==> src/rtl/fir_corr_pkg.sv <==
// Shared definitions for the FIR/correlator back end: default widths,
// the integrate-and-dump state encoding and the overflow classifier used
// by the saturating accumulator (built only when FIR_ACC_SAT_EN is defined).
package fir_corr_pkg;

    localparam int DEF_DIM_ADDER_IN = 32;
    localparam int DEF_DIM_ACC      = 48;
    localparam int DEF_DIM_LEN      = 16;

    typedef enum logic [1:0] {
        ST_IDLE  = 2'd0,
        ST_FILL  = 2'd1,
        ST_INTEG = 2'd2
    } state_t;

    typedef enum logic [1:0] {
        SAT_NONE = 2'd0,
        SAT_POS  = 2'd1,
        SAT_NEG  = 2'd2
    } sat_t;

    // Classifies a wrapped two's-complement sum from the operand and result
    // sign bits: like-signed operands with a result of the other sign overflowed.
    function automatic sat_t sat_kind(input logic a_msb, input logic b_msb,
                                      input logic sum_msb);
        if ((a_msb == b_msb) && (sum_msb != a_msb))
            return a_msb ? SAT_NEG : SAT_POS;
        return SAT_NONE;
    endfunction

endpackage

==> src/rtl/fir_acc_dump_if.sv <==
// Result bus from the integrate-and-dump stage to the readout logic:
// a registered frame sum with a valid/ready handshake.
interface fir_acc_dump_if #(
    parameter int DIM_ACC = fir_corr_pkg::DEF_DIM_ACC
);
    logic signed [DIM_ACC-1:0] acc_out;
    logic                      acc_valid;
    logic                      acc_ready;

    modport master (output acc_out, output acc_valid, input acc_ready);
    modport slave  (input acc_out, input acc_valid, output acc_ready);
endinterface

==> src/rtl/fir_acc_obuf.sv <==
// Two-entry in-order result buffer. The head register drives the result bus
// directly so acc_out/acc_valid are registered and hold while stalled.
// A push that finds both slots occupied (and no pop that cycle) is dropped.
module fir_acc_obuf
    import fir_corr_pkg::*;
#(
    parameter int DIM_ACC = DEF_DIM_ACC
) (
    input  logic                      clk,
    input  logic                      clr_n,
    input  logic                      i_push,
    input  logic signed [DIM_ACC-1:0] i_data,
    output logic                      o_drop,
    fir_acc_dump_if.master            out_if
);

    logic signed [DIM_ACC-1:0] r_head;
    logic signed [DIM_ACC-1:0] r_tail;
    logic                      r_head_vld;
    logic                      r_tail_vld;

    logic signed [DIM_ACC-1:0] w_head_nxt;
    logic signed [DIM_ACC-1:0] w_tail_nxt;
    logic                      w_head_vld_nxt;
    logic                      w_tail_vld_nxt;
    logic                      w_pop;
    logic                      w_full;
    logic                      w_accept;

    assign w_pop    = r_head_vld && out_if.acc_ready;
    assign w_full   = r_head_vld && r_tail_vld;
    // A pop in the same cycle frees a slot, so a push into a full buffer still lands.
    assign w_accept = i_push && (!w_full || w_pop);
    assign o_drop   = i_push && w_full && !w_pop;

    assign out_if.acc_out   = r_head;
    assign out_if.acc_valid = r_head_vld;

    // Next slot contents: shift the tail forward on pop, then append the push.
    always_comb begin
        // NOTE: every signal assigned here gets a default first, so no latch is inferred.
        w_head_nxt     = r_head;
        w_head_vld_nxt = r_head_vld;
        w_tail_nxt     = r_tail;
        w_tail_vld_nxt = r_tail_vld;
        if (w_pop) begin
            if (r_tail_vld)
                w_head_nxt = r_tail;
            w_head_vld_nxt = r_tail_vld;
            w_tail_vld_nxt = 1'b0;
        end
        if (w_accept) begin
            if (!w_head_vld_nxt) begin
                w_head_nxt     = i_data;
                w_head_vld_nxt = 1'b1;
            end else begin
                w_tail_nxt     = i_data;
                w_tail_vld_nxt = 1'b1;
            end
        end
    end

    // Slot registers.
    always_ff @(posedge clk or negedge clr_n) begin
        if (!clr_n) begin
            // NOTE: the data slots are reset too because acc_out must read 0 out of
            // reset; a deeper storage array would normally be left unreset.
            r_head     <= '0;
            r_tail     <= '0;
            r_head_vld <= 1'b0;
            r_tail_vld <= 1'b0;
        end else begin
            // NOTE: non-blocking assignments so every register samples pre-edge values.
            r_head     <= w_head_nxt;
            r_tail     <= w_tail_nxt;
            r_head_vld <= w_head_vld_nxt;
            r_tail_vld <= w_tail_vld_nxt;
        end
    end

endmodule

==> src/rtl/fir_acc_dump.sv <==
// Integrate-and-dump stage behind the last FIR/correlator chain cell.
// Discards FILL_CYCLES strobed samples after start, then sums int_len samples
// per frame and pushes each frame sum into a 2-entry result buffer.
// Optional build macro FIR_ACC_SAT_EN: saturating accumulator with sticky
// sat_flag; without it the accumulator wraps and sat_flag is tied low.
module fir_acc_dump
    import fir_corr_pkg::*;
#(
    parameter int DIM_ADDER_IN = DEF_DIM_ADDER_IN,
    parameter int DIM_ACC      = DEF_DIM_ACC,
    parameter int DIM_LEN      = DEF_DIM_LEN,
    parameter int FILL_CYCLES  = 2
) (
    input  logic                           clk,
    input  logic                           clr_n,
    input  logic                           start,
    input  logic                           stop,
    input  logic [DIM_LEN-1:0]             int_len,
    input  logic                           en,
    input  logic signed [DIM_ADDER_IN-1:0] adder_in,
    output logic                           busy,
    output logic                           overrun,
    output logic                           sat_flag,
    fir_acc_dump_if.master                 acc_if
);

    localparam int FILL_W = (FILL_CYCLES > 1) ? $clog2(FILL_CYCLES) : 1;

    state_t                    r_state;
    state_t                    w_state_nxt;
    logic [FILL_W-1:0]         r_fill_cnt;
    logic [DIM_LEN-1:0]        r_len;
    logic [DIM_LEN-1:0]        r_cnt;
    logic signed [DIM_ACC-1:0] r_acc;
    logic                      r_overrun;

    logic signed [DIM_ACC-1:0] w_addend;
    logic signed [DIM_ACC-1:0] w_wrap;
    logic signed [DIM_ACC-1:0] w_sum;
    logic                      w_fill_done;
    logic                      w_last;
    logic                      w_start_ok;
    logic                      w_abort;
    logic                      w_fill_en;
    logic                      w_integ_en;
    logic                      w_push;
    logic                      w_drop;

    assign w_addend    = DIM_ACC'(adder_in);
    assign w_wrap      = r_acc + w_addend;
    assign w_fill_done = (int'(r_fill_cnt) == FILL_CYCLES - 1);
    assign w_last      = (r_cnt == r_len - DIM_LEN'(1));

`ifdef FIR_ACC_SAT_EN
    sat_t w_kind;
    logic r_sat;

    assign w_kind = sat_kind(r_acc[DIM_ACC-1], w_addend[DIM_ACC-1], w_wrap[DIM_ACC-1]);

    // Clamp an overflowed sum to the signed extreme in the overflow direction.
    always_comb begin
        w_sum = w_wrap;
        case (w_kind)
            SAT_POS: w_sum = {1'b0, {(DIM_ACC-1){1'b1}}};
            SAT_NEG: w_sum = {1'b1, {(DIM_ACC-1){1'b0}}};
            default: w_sum = w_wrap;
        endcase
    end

    // Sticky saturation flag, cleared by an accepted start.
    always_ff @(posedge clk or negedge clr_n) begin
        if (!clr_n)
            r_sat <= 1'b0;
        else if (w_start_ok)
            r_sat <= 1'b0;
        else if (w_integ_en && (w_kind != SAT_NONE))
            r_sat <= 1'b1;
    end

    assign sat_flag = r_sat;
`else
    assign w_sum    = w_wrap;
    assign sat_flag = 1'b0;
`endif

    // State register.
    always_ff @(posedge clk or negedge clr_n) begin
        if (!clr_n)
            r_state <= ST_IDLE;
        else
            r_state <= w_state_nxt;
    end

    // Next-state logic; stop wins over a completing sample, start wins over stop in IDLE.
    always_comb begin
        w_state_nxt = r_state;
        case (r_state)
            ST_IDLE:  if (start) w_state_nxt = (FILL_CYCLES == 0) ? ST_INTEG : ST_FILL;
            ST_FILL:  if (stop) w_state_nxt = ST_IDLE;
                      else if (en && w_fill_done) w_state_nxt = ST_INTEG;
            ST_INTEG: if (stop) w_state_nxt = ST_IDLE;
            default:  w_state_nxt = ST_IDLE;
        endcase
    end

    // State-decoded control strobes.
    always_comb begin
        busy       = (r_state != ST_IDLE);
        w_start_ok = (r_state == ST_IDLE) && start;
        w_abort    = (r_state != ST_IDLE) && stop;
        w_fill_en  = (r_state == ST_FILL) && en && !stop;
        w_integ_en = (r_state == ST_INTEG) && en && !stop;
        w_push     = w_integ_en && w_last;
    end

    // Accumulator, sample counter, fill counter and latched frame length.
    always_ff @(posedge clk or negedge clr_n) begin
        if (!clr_n) begin
            r_acc      <= '0;
            r_cnt      <= '0;
            r_len      <= '0;
            r_fill_cnt <= '0;
        end else if (w_start_ok) begin
            r_acc      <= '0;
            r_cnt      <= '0;
            r_fill_cnt <= '0;
            r_len      <= (int_len == '0) ? DIM_LEN'(1) : int_len;
        end else if (w_abort) begin
            r_acc <= '0;
            r_cnt <= '0;
        end else begin
            if (w_fill_en)
                r_fill_cnt <= r_fill_cnt + FILL_W'(1);
            if (w_integ_en) begin
                if (w_last) begin
                    r_acc <= '0;
                    r_cnt <= '0;
                end else begin
                    r_acc <= w_sum;
                    r_cnt <= r_cnt + DIM_LEN'(1);
                end
            end
        end
    end

    // Sticky overrun flag, cleared by an accepted start.
    always_ff @(posedge clk or negedge clr_n) begin
        if (!clr_n)
            r_overrun <= 1'b0;
        else if (w_start_ok)
            r_overrun <= 1'b0;
        else if (w_drop)
            r_overrun <= 1'b1;
    end

    assign overrun = r_overrun;

    fir_acc_obuf #(
        .DIM_ACC (DIM_ACC)
    ) u_obuf (
        .clk    (clk),
        .clr_n  (clr_n),
        .i_push (w_push),
        .i_data (w_sum),
        .o_drop (w_drop),
        .out_if (acc_if)
    );

endmodule

==> src/flat_wrapper.sv <==
// flat-port wrapper written by rule: the top's interface ports become plain ports
module fir_acc_dump_flat import fir_corr_pkg::*;
#(
    parameter int DIM_ADDER_IN = DEF_DIM_ADDER_IN,
    parameter int DIM_ACC      = DEF_DIM_ACC,
    parameter int DIM_LEN      = DEF_DIM_LEN,
    parameter int FILL_CYCLES  = 2
)
  (clk, clr_n, start, stop, int_len, en, adder_in, busy, overrun, sat_flag, acc_if_acc_out, acc_if_acc_valid, acc_if_acc_ready);
  fir_acc_dump_if #(.DIM_ACC(DIM_ACC)) acc_if_i ();
  input  logic clk;
  input  logic clr_n;
  input  logic start;
  input  logic stop;
  input  logic [DIM_LEN-1:0] int_len;
  input  logic en;
  input  logic signed [DIM_ADDER_IN-1:0] adder_in;
  output logic busy;
  output logic overrun;
  output logic sat_flag;
  output wire logic [$bits(acc_if_i.acc_out)-1:0] acc_if_acc_out;
  output wire logic [$bits(acc_if_i.acc_valid)-1:0] acc_if_acc_valid;
  input wire logic [$bits(acc_if_i.acc_ready)-1:0] acc_if_acc_ready;
  assign acc_if_acc_out = acc_if_i.acc_out;
  assign acc_if_acc_valid = acc_if_i.acc_valid;
  assign acc_if_i.acc_ready = acc_if_acc_ready;
  fir_acc_dump #(.DIM_ADDER_IN(DIM_ADDER_IN), .DIM_ACC(DIM_ACC), .DIM_LEN(DIM_LEN), .FILL_CYCLES(FILL_CYCLES)) u_core (.clk(clk), .clr_n(clr_n), .start(start), .stop(stop), .int_len(int_len), .en(en), .adder_in(adder_in), .busy(busy), .overrun(overrun), .sat_flag(sat_flag), .acc_if(acc_if_i));
endmodule
==> config.mk <==
export PLATFORM = sky130hd
export DESIGN_NAME = fir_acc_dump_flat
export DESIGN_NICKNAME = d
export VERILOG_FILES = /design/src/rtl/fir_corr_pkg.sv /design/src/rtl/fir_acc_dump_if.sv /design/src/rtl/fir_acc_obuf.sv /design/src/rtl/fir_acc_dump.sv /design/src/flat_wrapper.sv
export SDC_FILE = /design/constraint.sdc
export NUM_CORES = 1
export LEC_CHECK = 0
export ABC_AREA = 1
export CAP_MARGIN = 15
export CORE_MARGIN = 2
export CORE_UTILIZATION = 50
export CTS_BUF_LIST = sky130_fd_sc_hd__clkbuf_4
export DETAILED_ROUTE_END_ITERATION = 12
export PLACE_DENSITY_LB_ADDON = 0.25
export SYNTH_ARGS = -nofsm -noshare
export SYNTH_HDL_FRONTEND = slang
export SYNTH_SLANG_ARGS = --single-unit
==> constraint.sdc <==
create_clock -name clk -period 2.4 [get_ports clk]
set_clock_uncertainty 0.05 [all_clocks]
set_input_delay 0.48 -clock clk [delete_from_list [all_inputs] [get_ports clk]]
set_output_delay 0.48 -clock clk [all_outputs]
set_load 0.02 [all_outputs]
# Yosys cells after proc, flatten, opt, wreduce, memory -nomap -nowiden
# Cells that the tools add are included.
[op_classes]
addsub = 4
mul = 0
div = 0
magnitude_cmp = 0
eq_ne = 7
shift = 0
mux = 28
bitwise_logic = 0
reduce_logical = 26
[op_table]
columns = ["cell", "n"]
rows = [
  ["two-way mux 48 bit", 8],
  ["two-way mux 16 bit", 5],
  ["adder 48 x 32 -> 48 bit", 1],
  ["adder 16 x 1 -> 16 bit, second input constant", 1],
  ["== test 16 bit", 1],
  ["zero test 16 bit", 1],
  ["subtractor 16 x 1 -> 16 bit, second input constant", 1],
  ["logical AND 1 bit", 13],
  ["two-way mux 1 bit", 10],
  ["two-way mux 2 bit", 4],
  ["one-hot mux 2 bit (3 select lines)", 1],
  ["nonzero test 2 bit", 3],
  ["!= test 2 bit, second input constant", 2],
  ["AND reduction 2 bit", 2],
  ["zero test 1 bit", 3],
  ["!= test 3 x 2 -> 1 bit, second input constant", 1],
  ["AND reduction 3 bit", 1],
  ["nonzero test 3 bit", 1],
  ["== test 2 x 1 -> 1 bit, second input constant", 1],
  ["== test 2 bit, second input constant", 1],
  ["zero test 2 bit", 1],
  ["!= test 2 x 1 -> 1 bit, second input constant", 1],
  ["adder 1 bit, second input constant", 1],
  ["logical OR 1 bit", 1],
]
[word_totals]
ff_bits = 182
latch_bits = 0
ramBits = 0
romBits = 0
in_bits = 54
output_inout_bits = 52
wordCells = 75
memories = 0

# Depth between registers and ports, before layout
# Gate-level depths: netlist (run 1).
[depth]
word_depth = 8
mapped_depth = 18
depth_no_buf = 18

# Cells and area by module
# A second synthesis (run 1) with hierarchy kept.
[hier_totals]
hier_cells = 2091
area_unflattened_um2 = 13145.1
[by_module_without_submodules]
columns = ["module", "instances", "cells_each", "area_each_um2", "seq_area_each_um2"]
rows = [
  ["fir_acc_dump", 1, 1503, 8612.0, 2102.0],
  ["fir_acc_obuf", 1, 588, 4533.1, 2452.4],
]

# Worst setup path before layout (run 1)
# Ideal clock, no wire load.
[synth_timing]
kind = "input port to flip-flop"
startpoint = "input port adder_in[0]"
endpoint = "register u_core.u_obuf.r_head[40], in the netlist u_core.u_obuf.out_if.acc_out[40]"
setup_ps = 116
arrival_time_ps = 2097
required_time_ps = 2234
path_slack_ps = 137
path_stages = 17
n_path_buf = 0
cell_sequence = "ha_1 inv_1 fa_1 inv_1 nand3_1 nand2_1 nand2_1 nand2_1 nand2_1 nand3_1 nand2_1 nand3_1 nand2_1 nand2_1 nand2_1 nand2_1 nand2_1"
[synth_between]
elab_chain_len = 3
[synth_rtl]
columns = ["item", "line", "source"]
rows = [
  ["start: declaration", "flat_wrapper.sv:17", "input logic signed [DIM_ADDER_IN-1:0] adder_in;"],
  ["adder 48 x 32 -> 48 bit", "fir_acc_dump.sv:50", "assign w_wrap = r_acc + w_addend;"],
  ["two-way mux 48 bit", "fir_acc_obuf.sv:53", "if (!w_head_vld_nxt) begin"],
  ["two-way mux 48 bit", "fir_acc_obuf.sv:52", "if (w_accept) begin"],
  ["via u_core.u_obuf.w_head_nxt[40]", "fir_acc_obuf.sv:22", "logic signed [DIM_ACC-1:0] w_head_nxt;"],
  ["end signal: assignment", "fir_acc_obuf.sv:74", "r_head <= w_head_nxt;"],
  ["end: declaration", "fir_acc_obuf.sv:17", "logic signed [DIM_ACC-1:0] r_head;"],
]
# The timed path passes the listed nets, and every way through them passes these cells.
# A chain may end at the register's enable or synchronous reset.

# Worst setup path in the final report (run 1)
[layout_timing]
startpoint = "register u_core.r_len[3]"
endpoint = "register u_core.u_obuf.r_head[24], in the netlist u_core.u_obuf.out_if.acc_out[24]"
[layout_between]
elab_chain_len = 5
[layout_rtl]
columns = ["item", "line", "source"]
rows = [
  ["start: declaration", "fir_acc_dump.sv:32", "logic [DIM_LEN-1:0] r_len;"],
  ["start signal: assignment", "fir_acc_dump.sv:127", "r_len <= (int_len == '0) ? DIM_LEN'(1) : int_len;"],
  ["subtractor 16 x 1 -> 16 bit", "fir_acc_dump.sv:52", "assign w_last = (r_cnt == r_len - DIM_LEN'(1));"],
  ["== test 16 bit", "fir_acc_dump.sv:52", ""],
  ["logical AND 1 bit", "fir_acc_dump.sv:113", "w_push = w_integ_en && w_last;"],
  ["logical AND 1 bit", "fir_acc_obuf.sv:33", "assign w_accept = i_push && (!w_full || w_pop);"],
  ["two-way mux 48 bit", "fir_acc_obuf.sv:52", ""],
  ["via u_core.u_obuf.w_head_nxt[24]", "fir_acc_obuf.sv:22", ""],
]
# The timed path passes the listed nets, and every way through them passes these cells.

==> results of run 1 <==
## flip-flops by register name, indices dropped and copies added, names as in the netlist
register,flops
u_core.r_fill_cnt,1
u_core.r_acc,48
u_core.u_obuf.r_tail,48
u_core.r_len,16
u_core.u_obuf.r_tail_vld,1
u_core.u_obuf.out_if.acc_out,48
u_core.r_cnt,16
u_core.overrun,1
u_core.u_obuf.out_if.acc_valid,1
u_core.r_state,2
## timing repair
| item | in CTS | in global routing |
|---|---|---|
| endpoints found under the setup margin | 128 | 160 |
| gates resized for setup | 18 | 120 |
| cloned | 0 | 14 |
| hold buffers | 1 | 0 |
| hold endpoints to repair | 171 | 0 |
| pin swaps | 2 | 34 |
| buffers inserted | 2 | 6 |
## synthesized netlist by cell type, drive strengths merged
library cell | number | share of area [%]
inv | 311 | 8.6
nor4 | 6 | 0.28
mux2 | 48 | 4.0
nand2 | 969 | 27
a21oi | 33 | 1.2
dfrtp | 182 | 34
o22ai | 13 | 0.60
nand3b | 6 | 0.33
ha | 49 | 4.5
nand3 | 100 | 3.7
nor2 | 142 | 4.6
fa | 1 | 0.15
or2 | 6 | 0.28
nor3 | 13 | 0.52
clkinv | 2 | 0.056
clkbuf | 34 | 0.94
a22oi | 1 | 0.056
o21bai | 2 | 0.11
conb | 1 | 0.028
and2 | 4 | 0.19
xor2 | 17 | 1.1
nand4 | 74 | 3.5
xnor2 | 17 | 1.1
buf | 23 | 1.2
o21ai | 51 | 1.9
a21o | 3 | 0.17
## worst max-delay path by stage
stage                                            endpoint  slack, ns  depth (start not counted)
3_5_place_dp   u_core.u_obuf.out_if.acc_out[28]$_DFF_PN0_      -0.70                         17
3_3_place_gp   u_core.u_obuf.out_if.acc_out[34]$_DFF_PN0_      -0.66                         17
2_1_floorplan  u_core.u_obuf.out_if.acc_out[40]$_DFF_PN0_       0.14                         17
5_1_grt        u_core.u_obuf.out_if.acc_out[24]$_DFF_PN0_      -0.20                         14
4_1_cts                       u_core.r_acc[0]$_DFFE_PN0P_      0.002                         14
6_report       u_core.u_obuf.out_if.acc_out[24]$_DFF_PN0_      -0.07                         14
## kinds of logic after synthesis
kind of cell,Yosys count,synth area share (%)
fa+ha+maj,50,4.68
other cells,1,0.0277
mux,48,4.00
simple gates,1320,40.5
flops,182,33.7
xor+xnor,34,2.20
compound gates,103,4.04
buf+inv,370,10.9
## report_power, final
group          internal [uW]  leakage [uW]  total (uW)  switching (uW)
Sequential              3220       0.00249        3420             200
Clock                    470      0.000143        1780            1310
Combinational           1000       0.00726        2550            1540
Total                   4690       0.00989        7740            3050
## per-layer routing
| metal | up-vias | track usage, % | share of wire, % |
|---|---|---|---|
| met3 | 97 | 4.12 | 7.2 |
| met2 | 559 | 52.0 | 46 |
| li1 | 7085 | - | - |
| met4 | 0 | 8.47 | 3.4 |
| met5 | - | 0 | 0 |
| met1 | 6639 | 42.7 | 43 |
## worst max-delay path, delay by kind of cell (launching register included)
kind / cells / cell delay, ns
buffers and inverters: 2 / 0.33
and+or+nand+nor: 12 / 1.53
DFF: 1 / 0.51
## cell type report
| cell class | instances | area share [%] |
|---|---|---|
| multi-input combinational | 1556 | 45.7 |
| tap | 341 | 2.45 |
| inverter | 313 | 6.76 |
| clock inverter | 14 | 0.797 |
| timing repair buffer | 312 | 17.3 |
| antenna | 2 | 0.0287 |
| sequential | 182 | 26.2 |
| clock buffer | 18 | 0.776 |
## layout by cell type, fill, tap and decap left out, types with 18 or more instances in the layout
cell type / count
buf_4: 173
inv_1: 304
nor2_2: 26
nor2_1: 102
o21ai_0: 50
nand2_2: 53
clkdlybuf4s50_1: 103
nand4_1: 73
mux2_2: 48
clkbuf_4: 18
nand2_1: 906
nand3_1: 89
a21oi_1: 32
dfrtp_1: 177
ha_1: 44
## per-stage QoR
stage                     setup TNS (ns)  utilization, %  power, uW  hold slack [ns]  setup slack [ns]
after floorplan                        0               -       4790            0.134             0.137
after global placement            -54.58            60.9       5740            0.219            -0.656
after detailed placement          -58.52            60.9       5760            0.219            -0.697
after CTS                              0            62.3       7560           0.0924           0.00168
after global routing              -13.48            65.2       8190           0.0824            -0.203
final                             -0.670            65.2       7740            0.123           -0.0665
==> metrics.txt, run 1 <==
DRC=0; Syn Std Cell Area=13500 sq um; clock buffer count from CTS=17; dpl cells=2681; Setup crit end kind=register; PD cells=444 nW/um^2; FILL cells=2433; CP max stage delay=0.51 ns; area of the multi-input gates=7970 sq um; Worst R2R End=u_core.u_obuf.out_if.acc_out[24]$_DFF_PN0_; yosys warns=0; area growth from synthesis to layout=28.8%; Yosys reg bits=182; failing checks=negative setup slack; starting DRC count in detailed routing=1192; number of max-cap violations=0; Final min period=2.47 ns; Hold Path Class=in -> async; clk_lat worst skew=0.63 ns; first-pass GRT wire length=69.7 mm; CP arrival=2.98 ns; initial antenna violation count=2; Die Y-Extent=168 um; number of global-route vias before repair=13400; clk root buf=clkbuf_4; max-slew violation count=0; r2r setup slk=-0.07 ns; final setup vio count=27; post-detail-place hpwl=33.6 mm; FP Rows=60; CTS H-tree depth=4; die width=168 um; number of port buffers=104; Netlist cell types=38; router iterations before antenna repair=5; Worst Path Max Fanout=7; CP Class=reg -> reg; Hold Vio Cnt, Final=0; Post-Syn Instances=2108; Worst Max-Slew Pin Slew=0.775 ns; Vias=14400; clock slew at reported path FFs=0.17 ns; starting utilization of the core area=50.6%; share of layout cells above drive strength 1=18.1%; clk sinks=182; placed cell area=16300 sq um; Slew Limit Headroom=48.3%; Max VDD drop=0.303 mV; core footprint=26700 sq um; FMAX=405 MHz; total track usage=31.1%; Layout Nets=2486; Reg area=4560 sq um; worst setup margin=-0.0665 ns; GRT Residual Overflow=0; Final Instance Area=17400 sq um; CP Data Required Time=2.92 ns; post-DR vias/cell=5.25; DRT Wirelength=46.7 mm; Ports=106; crit path cell chain=nor2_4, nand2_4, nor2_8, nand2_2, nand3_2, nand2_1, nor2_1, nand3b_1, inv_1, nand3_2, nor2_4, buf_6, nand2_1, nand2_1; status=complete, but fails checks; syn_nets=2212; RSZ-0062 raised after global routing=yes; CP max-delay cell=dfrtp_1; worst r2r src=u_core.r_len[3]$_DFFE_PN0P_; DRT antenna net count=0; CTS tree=yes; Clock Tree Buf Depth=2; CP Launch Type=register; Final Wtd Congestion=0.961; die footprint=28400 sq um; sequential cell area fraction in the yosys report=33.7%; leakage=0.00989 uW; largest net degree at the start of global routing=129; CP Launch Point=u_core.r_len[3]$_DFFE_PN0P_; most frequent CP cell=nand2_1; Non-Filler Instances=2738; R2R depth=14; drt wl/cell=17.1 um; period utilisation layout=103%; Mapped Avg Cell Area=6.42 sq um
No activity file was read; power rests on OpenSTA's default activity.
==> run 2, diff against run 1 <==
--- a/config.mk
+++ b/config.mk
@@ -5,13 +5,14 @@
 export SDC_FILE = /design/constraint.sdc
 export NUM_CORES = 1
 export LEC_CHECK = 0
-export ABC_AREA = 1
 export CAP_MARGIN = 15
 export CORE_MARGIN = 2
 export CORE_UTILIZATION = 50
 export CTS_BUF_LIST = sky130_fd_sc_hd__clkbuf_4
 export DETAILED_ROUTE_END_ITERATION = 12
+export DONT_BUFFER_PORTS = 1
 export PLACE_DENSITY_LB_ADDON = 0.25
+export SETUP_SLACK_MARGIN = 0.15
 export SYNTH_ARGS = -nofsm -noshare
 export SYNTH_HDL_FRONTEND = slang
 export SYNTH_SLANG_ARGS = --single-unit
==> metrics.txt, run 2 <==
Hold Path Class=in -> async; leakage=0.00722 uW; top-area cell type share of the netlist area=42.6%; core footprint=21000 sq um; clk sinks=182; share of layout cells above drive strength 1=31.9%; clock slew at reported path FFs=0.16 ns; top cells by area, synth=dfrtp_1, mux2i_1, ha_1; starting utilization of the core area=50.8%; largest net degree at the start of global routing=183; Netlist cell types=71; DRT antenna net count=0; CP Launch Type=register; Max VDD drop=0.436 mV; FP Rows=53; post-detail-place hpwl=19.7 mm; worst setup margin=-0.974 ns; Yosys top cell by area=dfrtp_1; most frequent CP cell=buf_4; Hold Vio Cnt, Final=182; Post-Syn Instances=1120; FMAX=296 MHz; Layout Nets=1454; max-slew violation count=0; CP arrival=3.83 ns; post-synthesis async set-or-reset flop share=100%; starting DRC count in detailed routing=538; CP max stage delay=0.46 ns; number of synthesized flops with an enable pin=0; Ports=106; period utilisation layout=141%; post-DR vias/cell=5.74; RSZ-0062 raised after global routing=yes; number of port buffers=0; Worst Path Max Fanout=20; r2r setup slk=-0.97 ns; CP Data Required Time=2.86 ns; first-pass GRT wire length=44.4 mm; DRC=0; Syn Std Cell Area=10700 sq um; router iterations before antenna repair=5; yosys warns=0; Yosys reg bits=182; CP Class=reg -> reg; syn_nets=1224; most common cell after layout, fill and taps aside=buf_4; CTS H-tree depth=4; commonest non-fill, non-tap cells in the layout=buf_4, dfrtp_1, nand2_1; Crit path max-delay family=simple AND/OR/NAND/NOR gates; Place WS=-0.958 ns; GRT Residual Overflow=0; Top FF cell, synth=dfrtp_1; clk root buf=clkbuf_4; die width=150 um; failing checks=negative hold slack, negative setup slack; Mapped Avg Cell Area=9.54 sq um; crit path cell chain=buf_4, buf_4, nor4_1, nand4_1, xnor2_1, nand3_1, or4_1, or4_4, nor2_4, nand3_4, buf_12, mux2_4; status=complete, but fails checks; DRT Wirelength=29.4 mm; Die Y-Extent=150 um; number of global-route vias before repair=9090; PD cells=501 nW/um^2; number of max-cap violations=0; total track usage=24.6%; clock buffer count from CTS=17; synth cell count leaders=dfrtp_1, nand2_1, o21ai_0; die footprint=22600 sq um; count leader, synth=dfrtp_1; clk_lat worst skew=0.62 ns; Setup crit end kind=register; Clock Tree Buf Depth=2; Final min period=3.37 ns; Slew Limit Headroom=50.1%; sequential cell area fraction in the yosys report=42.6%; Vias=9401; Hold WS=-0.502 ns; drt wl/cell=18.0 um; initial antenna violation count=1; final setup vio count=163; Worst Max-Slew Pin Slew=0.742 ns; Hold Buf Count CTS=20; WP buf/inv=3; area growth from synthesis to layout=32.8%; final core utilization=67.5%; CTS tree=yes; CP max-delay cell=or4_4; Final Wtd Congestion=0.896
==> run 2: cell types whose count changed after synthesis, moves of 21 or more <==
cell,previous run,this run
mux2i_1,0,90
mux2_2,48,12
o21ai_0,50,120
a21oi_1,33,67
nor2_1,130,57
nand4_1,73,10
a21o_1,3,24
o21ai_1,1,25
inv_1,306,24
xnor2_1,17,38
nand2_1,962,143
nand3_1,100,17
==> run 2: path summary, 6_finish.rpt <==
kind                                              start                                   end  cells past startpoint
max                         u_core.r_len[9]$_DFFE_PN0P_  u_core.u_obuf.r_tail[43]$_DFFE_PN0P_                     12
min                                               clr_n          u_core.r_acc[22]$_DFFE_PN0P_                      0
max reg2reg                 u_core.r_len[9]$_DFFE_PN0P_  u_core.u_obuf.r_tail[43]$_DFFE_PN0P_                     12
min reg2reg                u_core.r_acc[14]$_DFFE_PN0P_          u_core.r_acc[14]$_DFFE_PN0P_                      2
max in group asynchronous                         clr_n           u_core.r_len[2]$_DFFE_PN0P_                      0
min in group clk                                   stop         u_core.r_state[0]$_DFFE_PN0P_                      3
==> run 2: kinds of logic (layout without fill, tap and decap cells) <==
kind of cell               after synthesis  in the layout  synth area share, %
AOI/OAI and AO/OA                      325            325                 18.2
and+or+nand+nor                        308            308                 13.6
DFF                                    182            182                 42.6
muxes                                  112            112                 11.1
buffers and inverters                   80            322                 3.44
xor gates and xnor gates                62             62                 5.08
adders and majority gates               50             50                 5.93
other                                    1              2               0.0351
==> run 2: final cells by class <==
class	instances	area, sq um
Sequential cell	182	4560
Clock inverter	14	135
Multi-Input combinational cell	858	6500
Timing Repair Buffer	266	2420
Fill cell	1574	6830
Tap cell	275	344
Inverter	25	106
Clock buffer	17	128
Antenna cell	1	2.50
==> run 2: stage by stage <==
stage,cell area [sq um],TNS [ns],power (uW),instances
floorplan,10900,-95.15,4410,1120
global placement,12700,-112.20,5150,1564
detailed placement,12700,-121.67,5190,1564
CTS,13300,-116.99,6940,1617
global route,14200,-140.63,7460,1638
finish,14200,-126.19,7100,1638
==> run 2: report_power, final <==
group / internal (uW) / switching [uW]
Combinational: 962 / 978
Sequential: 3230 / 196
Clock: 605 / 1130
Total: 4800 / 2300
==> run 2: timing repair <==
action                                  CTS  global route
setup buffers                             2            11
gates cloned                              0             9
gates resized for setup                  41           171
hold endpoints to repair                201           182
pin swaps                                 7            20
endpoints found under the setup margin  163           163
==> run 2: worst register-to-register path, stage by stage, from the launching register on <==
cell     delay, ns
dfrtp_1       0.42
buf_4         0.14
buf_4         0.14
nor4_1        0.36
nand4_1       0.18
xnor2_1       0.26
nand3_1       0.12
or4_1         0.41
or4_4         0.46
nor2_4        0.13
nand3_4       0.11
buf_12        0.20
mux2_4        0.31
==> run 2: routing by layer <==
layer	vias to the layer above	GRT usage [%]	routed length [um]
li1	4500	-	-
met1	4605	32.7	12800
met2	241	41.4	14600
met3	55	4.24	1370
met4	0	7.12	690
met5	-	0	0
==> run 3, diff against run 2 <==
--- a/config.mk
+++ b/config.mk
@@ -5,7 +5,6 @@
 export SDC_FILE = /design/constraint.sdc
 export NUM_CORES = 1
 export LEC_CHECK = 0
-export CAP_MARGIN = 15
 export CORE_MARGIN = 2
 export CORE_UTILIZATION = 50
 export CTS_BUF_LIST = sky130_fd_sc_hd__clkbuf_4
==> results of run 3 <==
Final layout, timing and power as in run 2 (identical DEF).
